==> src/rtl/exec_muldiv_pkg.sv <==
// Shared definitions for the RV32M multiply/divide execution unit:
// funct3 op codes, the R-type M-extension funct7 and the FSM state type.
package exec_muldiv_pkg;

    localparam logic [2:0] INST_MUL    = 3'b000;
    localparam logic [2:0] INST_MULH   = 3'b001;
    localparam logic [2:0] INST_MULHSU = 3'b010;
    localparam logic [2:0] INST_MULHU  = 3'b011;
    localparam logic [2:0] INST_DIV    = 3'b100;
    localparam logic [2:0] INST_DIVU   = 3'b101;
    localparam logic [2:0] INST_REM    = 3'b110;
    localparam logic [2:0] INST_REMU   = 3'b111;

    localparam logic [6:0] INST_TYPE_R_M = 7'b0000001;

    typedef enum logic [2:0] {
        MD_IDLE,
        MD_MUL,
        MD_DIV,
        MD_FIX,
        MD_DONE
    } md_state_e;

endpackage

==> src/rtl/div_iter_core.sv <==
// Restoring divider on unsigned magnitudes; each step retires DIV_BITS
// quotient bits. done flags the cycle in which the final step executes.
module div_iter_core #(
    parameter int unsigned XLEN     = 32,
    parameter int unsigned DIV_BITS = 1
) (
    input  logic            clk,
    input  logic            rst,
    input  logic            load,
    input  logic            step,
    input  logic [XLEN-1:0] dividend,
    input  logic [XLEN-1:0] divisor,
    output logic            done,
    output logic [XLEN-1:0] quotient,
    output logic [XLEN-1:0] remainder
);

    localparam int unsigned STEPS = XLEN / DIV_BITS;
    localparam int unsigned CW    = (STEPS > 1) ? $clog2(STEPS) : 1;
    localparam logic [CW-1:0] LAST = CW'(STEPS - 1);

    logic [XLEN-1:0] rem_q, rem_d;
    logic [XLEN-1:0] quo_q, quo_d;
    logic [XLEN-1:0] dvs_q;
    logic [CW-1:0]   cnt_q;
    logic [XLEN-1:0] r, q;
    logic [XLEN:0]   r_ext;

    // quo_q doubles as the dividend shift register: its MSBs feed the
    // partial remainder while quotient bits enter at the LSB.
    always_comb begin
        r     = rem_q;
        q     = quo_q;
        r_ext = '0;
        for (int unsigned i = 0; i < DIV_BITS; i++) begin
            r_ext = {r, q[XLEN-1]};
            q     = {q[XLEN-2:0], 1'b0};
            if (r_ext >= {1'b0, dvs_q}) begin
                r_ext = r_ext - {1'b0, dvs_q};
                q[0]  = 1'b1;
            end
            r = r_ext[XLEN-1:0];
        end
        rem_d = r;
        quo_d = q;
    end

    always_ff @(posedge clk) begin
        if (rst) begin
            rem_q <= '0;
            quo_q <= '0;
            dvs_q <= '0;
            cnt_q <= '0;
        end else if (load) begin
            rem_q <= '0;
            quo_q <= dividend;
            dvs_q <= divisor;
            cnt_q <= '0;
        end else if (step) begin
            rem_q <= rem_d;
            quo_q <= quo_d;
            cnt_q <= cnt_q + CW'(1);
        end
    end

    assign done      = (cnt_q == LAST);
    assign quotient  = quo_q;
    assign remainder = rem_q;

endmodule

==> src/rtl/exec_muldiv.sv <==
// RV32M execution unit: pipelined multiplier and iterative divider behind one FSM.
// MULDIV_FAST_SPECIAL_EN: divide-by-zero / signed overflow finish straight from IDLE.
module exec_muldiv
    import exec_muldiv_pkg::*;
#(
    parameter int unsigned XLEN       = 32,
    parameter int unsigned MUL_STAGES = 2,
    parameter int unsigned DIV_BITS   = 1
) (
    input  logic            clk,
    input  logic            rst,
    input  logic            start,
    input  logic [2:0]      funct3,
    input  logic [XLEN-1:0] op1,
    input  logic [XLEN-1:0] op2,
    input  logic [4:0]      rd_addr_i,
    input  logic            flush,
    output logic            busy,
    output logic            hold_en,
    output logic            result_valid,
    output logic [XLEN-1:0] rd_data,
    output logic [4:0]      rd_addr_o
);

    localparam logic [1:0] MUL_LAST = 2'(MUL_STAGES - 2);

    md_state_e state_q, state_d;

    logic [2:0]        funct3_q;
    logic [4:0]        rd_addr_q;
    logic [XLEN-1:0]   rd_data_q, div_res_q, result;
    logic [1:0]        mul_cnt_q;
    logic              dz_q, q_neg_q, r_neg_q;
    logic [2*XLEN-1:0] mul_pipe_q [MUL_STAGES];
    logic [2*XLEN-1:0] a_ext, b_ext, mul_prod;
    logic [XLEN-1:0]   a_mag, b_mag, quo, rem, div_fix;
    logic              accept, div_signed, div_done, fast_special;

    assign accept     = (state_q == MD_IDLE) & start & ~flush;
    assign div_signed = ~funct3[0];

    // Operands extended to full product width; truncating the product to
    // 2*XLEN is exact for every signed/unsigned combination.
    assign a_ext    = {{XLEN{(funct3[1:0] != 2'b11) & op1[XLEN-1]}}, op1};
    assign b_ext    = {{XLEN{~funct3[1] & op2[XLEN-1]}}, op2};
    assign mul_prod = a_ext * b_ext;

    assign a_mag = (div_signed & op1[XLEN-1]) ? -op1 : op1;
    assign b_mag = (div_signed & op2[XLEN-1]) ? -op2 : op2;

`ifdef MULDIV_FAST_SPECIAL_EN
    assign fast_special = funct3[2] &
        ((op2 == '0) |
         (div_signed & (op1 == {1'b1, {(XLEN-1){1'b0}}}) & (op2 == '1)));
`else
    assign fast_special = 1'b0;
`endif

    div_iter_core #(
        .XLEN     (XLEN),
        .DIV_BITS (DIV_BITS)
    ) u_div (
        .clk       (clk),
        .rst       (rst),
        .load      (accept & funct3[2]),
        .step      (state_q == MD_DIV),
        .dividend  (a_mag),
        .divisor   (b_mag),
        .done      (div_done),
        .quotient  (quo),
        .remainder (rem)
    );

    always_ff @(posedge clk) begin
        if (rst) state_q <= MD_IDLE;
        else     state_q <= state_d;
    end

    always_comb begin
        state_d = state_q;
        unique case (state_q)
            MD_IDLE: begin
                if (accept) begin
                    if (funct3[2])            state_d = fast_special ? MD_DONE : MD_DIV;
                    else if (MUL_STAGES == 1) state_d = MD_DONE;
                    else                      state_d = MD_MUL;
                end
            end
            MD_MUL:  if (flush) state_d = MD_IDLE; else if (mul_cnt_q == MUL_LAST) state_d = MD_DONE;
            MD_DIV:  if (flush) state_d = MD_IDLE; else if (div_done) state_d = MD_FIX;
            MD_FIX:  state_d = flush ? MD_IDLE : MD_DONE;
            MD_DONE: state_d = MD_IDLE;
            default: state_d = MD_IDLE;
        endcase
    end

    always_comb begin
        busy         = (state_q != MD_IDLE);
        result_valid = (state_q == MD_DONE);
        hold_en      = (start & (state_q == MD_IDLE)) | (busy & ~result_valid);
        if (funct3_q[2])                 result = div_res_q;
        else if (funct3_q[1:0] == 2'b00) result = mul_pipe_q[MUL_STAGES-1][XLEN-1:0];
        else                             result = mul_pipe_q[MUL_STAGES-1][2*XLEN-1:XLEN];
        rd_data      = result_valid ? result : rd_data_q;
        rd_addr_o    = rd_addr_q;
    end

    // Divide-by-zero quotient is forced; its remainder falls out of the
    // magnitude path with the dividend's sign restored.
    always_comb begin
        if (funct3_q[1]) div_fix = r_neg_q ? -rem : rem;
        else if (dz_q)   div_fix = '1;
        else             div_fix = q_neg_q ? -quo : quo;
    end

    always_ff @(posedge clk) begin
        if (rst) begin
            funct3_q  <= '0;
            rd_addr_q <= '0;
            rd_data_q <= '0;
            div_res_q <= '0;
            mul_cnt_q <= '0;
            dz_q      <= 1'b0;
            q_neg_q   <= 1'b0;
            r_neg_q   <= 1'b0;
            for (int unsigned k = 0; k < MUL_STAGES; k++) mul_pipe_q[k] <= '0;
        end else begin
            for (int unsigned k = 1; k < MUL_STAGES; k++) mul_pipe_q[k] <= mul_pipe_q[k-1];
            if (state_q == MD_MUL) mul_cnt_q <= mul_cnt_q + 2'd1;
            if (accept) begin
                funct3_q      <= funct3;
                rd_addr_q     <= rd_addr_i;
                mul_pipe_q[0] <= mul_prod;
                mul_cnt_q     <= '0;
                dz_q          <= (op2 == '0);
                q_neg_q       <= div_signed & (op1[XLEN-1] ^ op2[XLEN-1]);
                r_neg_q       <= div_signed & op1[XLEN-1];
                if (fast_special) begin
                    if (funct3[1]) div_res_q <= (op2 == '0) ? op1 : '0;
                    else           div_res_q <= (op2 == '0) ? '1 : op1;
                end
            end
            if (state_q == MD_FIX)  div_res_q <= div_fix;
            if (state_q == MD_DONE) rd_data_q <= result;
        end
    end

endmodule

==> config.mk <==
export PLATFORM = sky130hd
export DESIGN_NAME = exec_muldiv
export DESIGN_NICKNAME = d
export VERILOG_FILES = /design/src/rtl/exec_muldiv_pkg.sv /design/src/rtl/div_iter_core.sv /design/src/rtl/exec_muldiv.sv
export SDC_FILE = /design/constraint.sdc
export NUM_CORES = 2
export LEC_CHECK = 0
export BUFFER_PORTS_ARGS = -buffer_cell sky130_fd_sc_hd__buf_2
export CORE_ASPECT_RATIO = 0.6
export CORE_MARGIN = 2
export CORE_UTILIZATION = 60
export CTS_CLUSTER_DIAMETER = 60
export DETAILED_ROUTE_END_ITERATION = 8
export PLACE_DENSITY = 0.86
export SYNTH_ARGS = -nofsm -noshare
export SYNTH_HDL_FRONTEND = slang
export SYNTH_SLANG_ARGS = --single-unit
==> constraint.sdc <==
create_clock -name clk -period 10.1 [get_ports clk]
set_input_delay 1.01 -clock clk [delete_from_list [all_inputs] [get_ports clk]]
set_output_delay 1.01 -clock clk [all_outputs]
set_load 0.02 [all_outputs]
==> out/qor_table.md <==
| Metric | This run |
|:---|:---|
| Global-route wire length before repair | 271000 um |
| WHS Path Cells | 2 |
| End point of the most critical hold path | rd_addr_o[3] |
| Overall fraction of global-route tracks in use | 0.393 |
| Via-to-Cell Ratio | 6.04 |
| Minimum clock period | 9.44 ns |
| Mapped Cells | 6114 |
| Classification of the worst setup path | in -> reg |
| EDFF count, synth | 128 |
| H-Tree Depth | 1 |
| Top post-synthesis cells by area | fa_1 (41%), inv_1 (8.1%), edfxtp_1 (7.0%) |
| Placed wire-length estimate | 143000 um |
| Sequential fraction of the synthesis area | 0.137 |
| End-of-flow core utilization | 0.633 |
| Leading cell type by number of instances after synthesis | inv_1 |
| Number of antenna violations at the first check in global routing | 14 |
| Most common cell on crit path | fa_1 |
| Total count of hold-check failures in the final report | 0 |
| Max_slew headroom | 0.189 |
| Floorplan die height | 238 um |
| Transition time at the pin with the least slew margin | 1.21 ns |
| Reg2reg start | u_div.quotient[31] |
| Most frequent cells after synthesis | inv_1 (1173), fa_1 (1126), nand2_1 (995) |
| Total buffers and inverters traversed by the critical path | 6 |
| Final Cycle Share | 0.935 |
| Maximum fanout along the worst path | 36 |
| Iteration-0 DRC count of the detailed router | 6326 |
| Fraction of registers with async set/reset | 0 |
| RePlAce Congestion | 1.04 |
| Critical path data required time | 10.41 ns |
| Row Count | 85 |
| Width of the die | 393 um |
| Routed via count | 43.7k |
| Outcome | finished clean |
| CTS tree | done |
| Initial standard-cell utilization of the core | 0.607 |
| Avg WL per Cell | 24.7 um |
| Hold Crit Class | reg -> reg |
| Fmax | 0.106 GHz |
| Most area-hungry cell type in the Yosys netlist | fa_1 |
| Routed wire length | 179000 um |
| Number of CTS-inserted buffers | 25 |
| Area growth from synthesis to final layout | 4.31% |
| Core Area | 89900 um^2 |
| Number of distinct standard cells referenced by the synthesized netlist | 71 |
| Average cell area after synthesis | 8.92 um^2 |
| Global route total overflow | 0 |
| Cell Area, Placed | 56000 um^2 |
| Buffers inserted by post-CTS timing repair | 0 |
| Buffer depth of the longest clock path | 3 |
| Delay-heaviest family, CP | adder cells |
| Count of endpoints failing setup in the final report | 0 |
| Post-route antenna net violation count | 0 |
| Number of warnings reported in the yosys synthesis log | 0 |
| Number of placed instances, taps included | 7193 |
| Startpoint of the worst hold path | rd_addr_o[3] |
| Synth Flop Type | dfxtp_1 |
| Final standard cell count with taps included and fillers excluded | 7243 |
| Clock edge transition at the registers on the reported setup and hold paths | 0.07 ns |
| Post-CTS Resized | 0 |
| Number of buffer cells added on primary ports | 115 |
| Final slew viol count | 0 |
| Number of global-route vias before repair | 43.6k |
| # Max-Cap Violations | 0 |
| Number of search-and-repair iterations in the first detailed-routing pass | 9 |
| Cell area after technology mapping | 54500 um^2 |
| Number of nets in the final layout | 7456 |
| Synthesized flop and latch total | 309 |
| Quantity of hold-fixing buffers added after cts | 0 |
| Number of primary I/O pins | 116 |
| Critical path startpoint category | primary input |
| Category of the worst setup path capture point | flop |
| Remaining design rule violation count | 0 |
| Final standard cell area without fillers | 56900 um^2 |
| Share of post-route cells with drive strength above 1 | 0.0458 |
| Largest stage delay on the critical path | 0.83 ns |
| Worst Skew | 0.0156 ns |
| Number of cells on the worst reg-to-reg path | 14 |
| Root Buffer | clkbuf_16 |
| Critical-path top delay cell | buf_2 |
| Arrival time at the worst endpoint | 9.75 ns |
| Clock latency on the worst-skew pair | 0.59 ns |
| Area share of the leading cell type in the synthesized netlist | 0.413 |
| Fillcell total | 7273 |
| Destination of the worst register-to-register timing path | u_div.remainder[17] |
| Largest net degree at the start of global routing | 207 |
| Sink Count | 309 |
| Sum of negative setup slack | 0 ns |
| Unrepaired setup endpoints after global routing | no |
| Worst reg2reg setup slack | 5.99 ns |
| Die area | 93400 um^2 |
[per-layer routing]
layer	vias to the layer above	wire, um	part of all wire	track usage
li1	18185	-	-	-
met1	21560	70900	0.40	0.583
met2	3551	65100	0.36	0.477
met3	419	37600	0.21	0.238
met4	14	4880	0.027	0.0836
met5	-	259	0.0014	0.00883
[cell usage in the layout (no fill, tap or decap), drive strengths merged, types with 27 or more instances in the layout]
| master | instances |
|---|---|
| a211oi | 47 |
| a21o | 62 |
| a21oi | 221 |
| a221oi | 39 |
| a311oi | 30 |
| and2 | 382 |
| buf | 196 |
| clkbuf | 29 |
| conb | 64 |
| dfxtp | 181 |
| edfxtp | 128 |
| fa | 1126 |
| ha | 252 |
| inv | 1177 |
| mux2i | 39 |
| nand2 | 995 |
| nor2 | 294 |
| nor2b | 84 |
| nor3 | 38 |
| o21ai | 137 |
| o31ai | 27 |
| xnor2 | 99 |
| xor2 | 125 |
[sequential cells by signal, summed over array words and instances, names as in the netlist, 5 cells and up]
register         flops
u_div.cnt_q          5
mul_pipe_q         128
rd_data_q           32
rd_addr_o            5
u_div.remainder     32
div_res_q           32
u_div.dvs_q         32
u_div.quotient      32
[worst max-delay path by stage]
| stage | start | end | slack, ns | cells after the start |
|---|---|---|---|---|
| final | op1[18] | mul_pipe_q[0][60] | 0.66 | 27 |
| after global placement | funct3[0] | mul_pipe_q[0][59] | 0.44 | 28 |
| after detailed placement | funct3[0] | mul_pipe_q[0][63] | 0.34 | 28 |
| after floorplan | op1[31] | mul_pipe_q[0][63] | 0.75 | 29 |
| after CTS | funct3[0] | mul_pipe_q[0][63] | 0.87 | 28 |
| after global routing | funct3[0] | mul_pipe_q[0][63] | 0.39 | 28 |
[worst min-delay path, stage by stage (launching register included)]
cell	delay (ns)
dfxtp_1	0.31
nand2_1	0.05
a21oi_1	0.05
[cell type report]
cell class | count | area [um^2] | area share
Sequential cell | 309 | 7470 | 0.131
Antenna cell | 5 | 12.5 | 0.000220
Timing Repair Buffer | 197 | 1210 | 0.0213
Clock buffer | 28 | 647 | 0.0114
Inverter | 1173 | 4400 | 0.0774
Multi-Input combinational cell | 4296 | 41400 | 0.728
Tap cell | 1218 | 1520 | 0.0268
Clock inverter | 17 | 200 | 0.00352
[cells by family after synthesis]
group / after synthesis / synth area share
simple gates: 1939 / 0.164
compound gates: 652 / 0.0763
buf+inv: 1572 / 0.108
xor+xnor: 224 / 0.0360
other cells: 1 / 0.0000688
flops: 309 / 0.137
mux: 39 / 0.00716
fa+ha+maj: 1378 / 0.471
[metrics by stage]
stage	hold slack [ns]	setup slack [ns]
6_report	0.457	0.659
5_1_grt	0.480	0.385
4_1_cts	0.458	0.873
3_5_place_dp	0.447	0.344
3_3_place_gp	0.440	0.443
2_1_floorplan	0.432	0.753
Power is not shown: default switching activity piles up to over one toggle a cycle in this logic, so the estimate is an artifact.
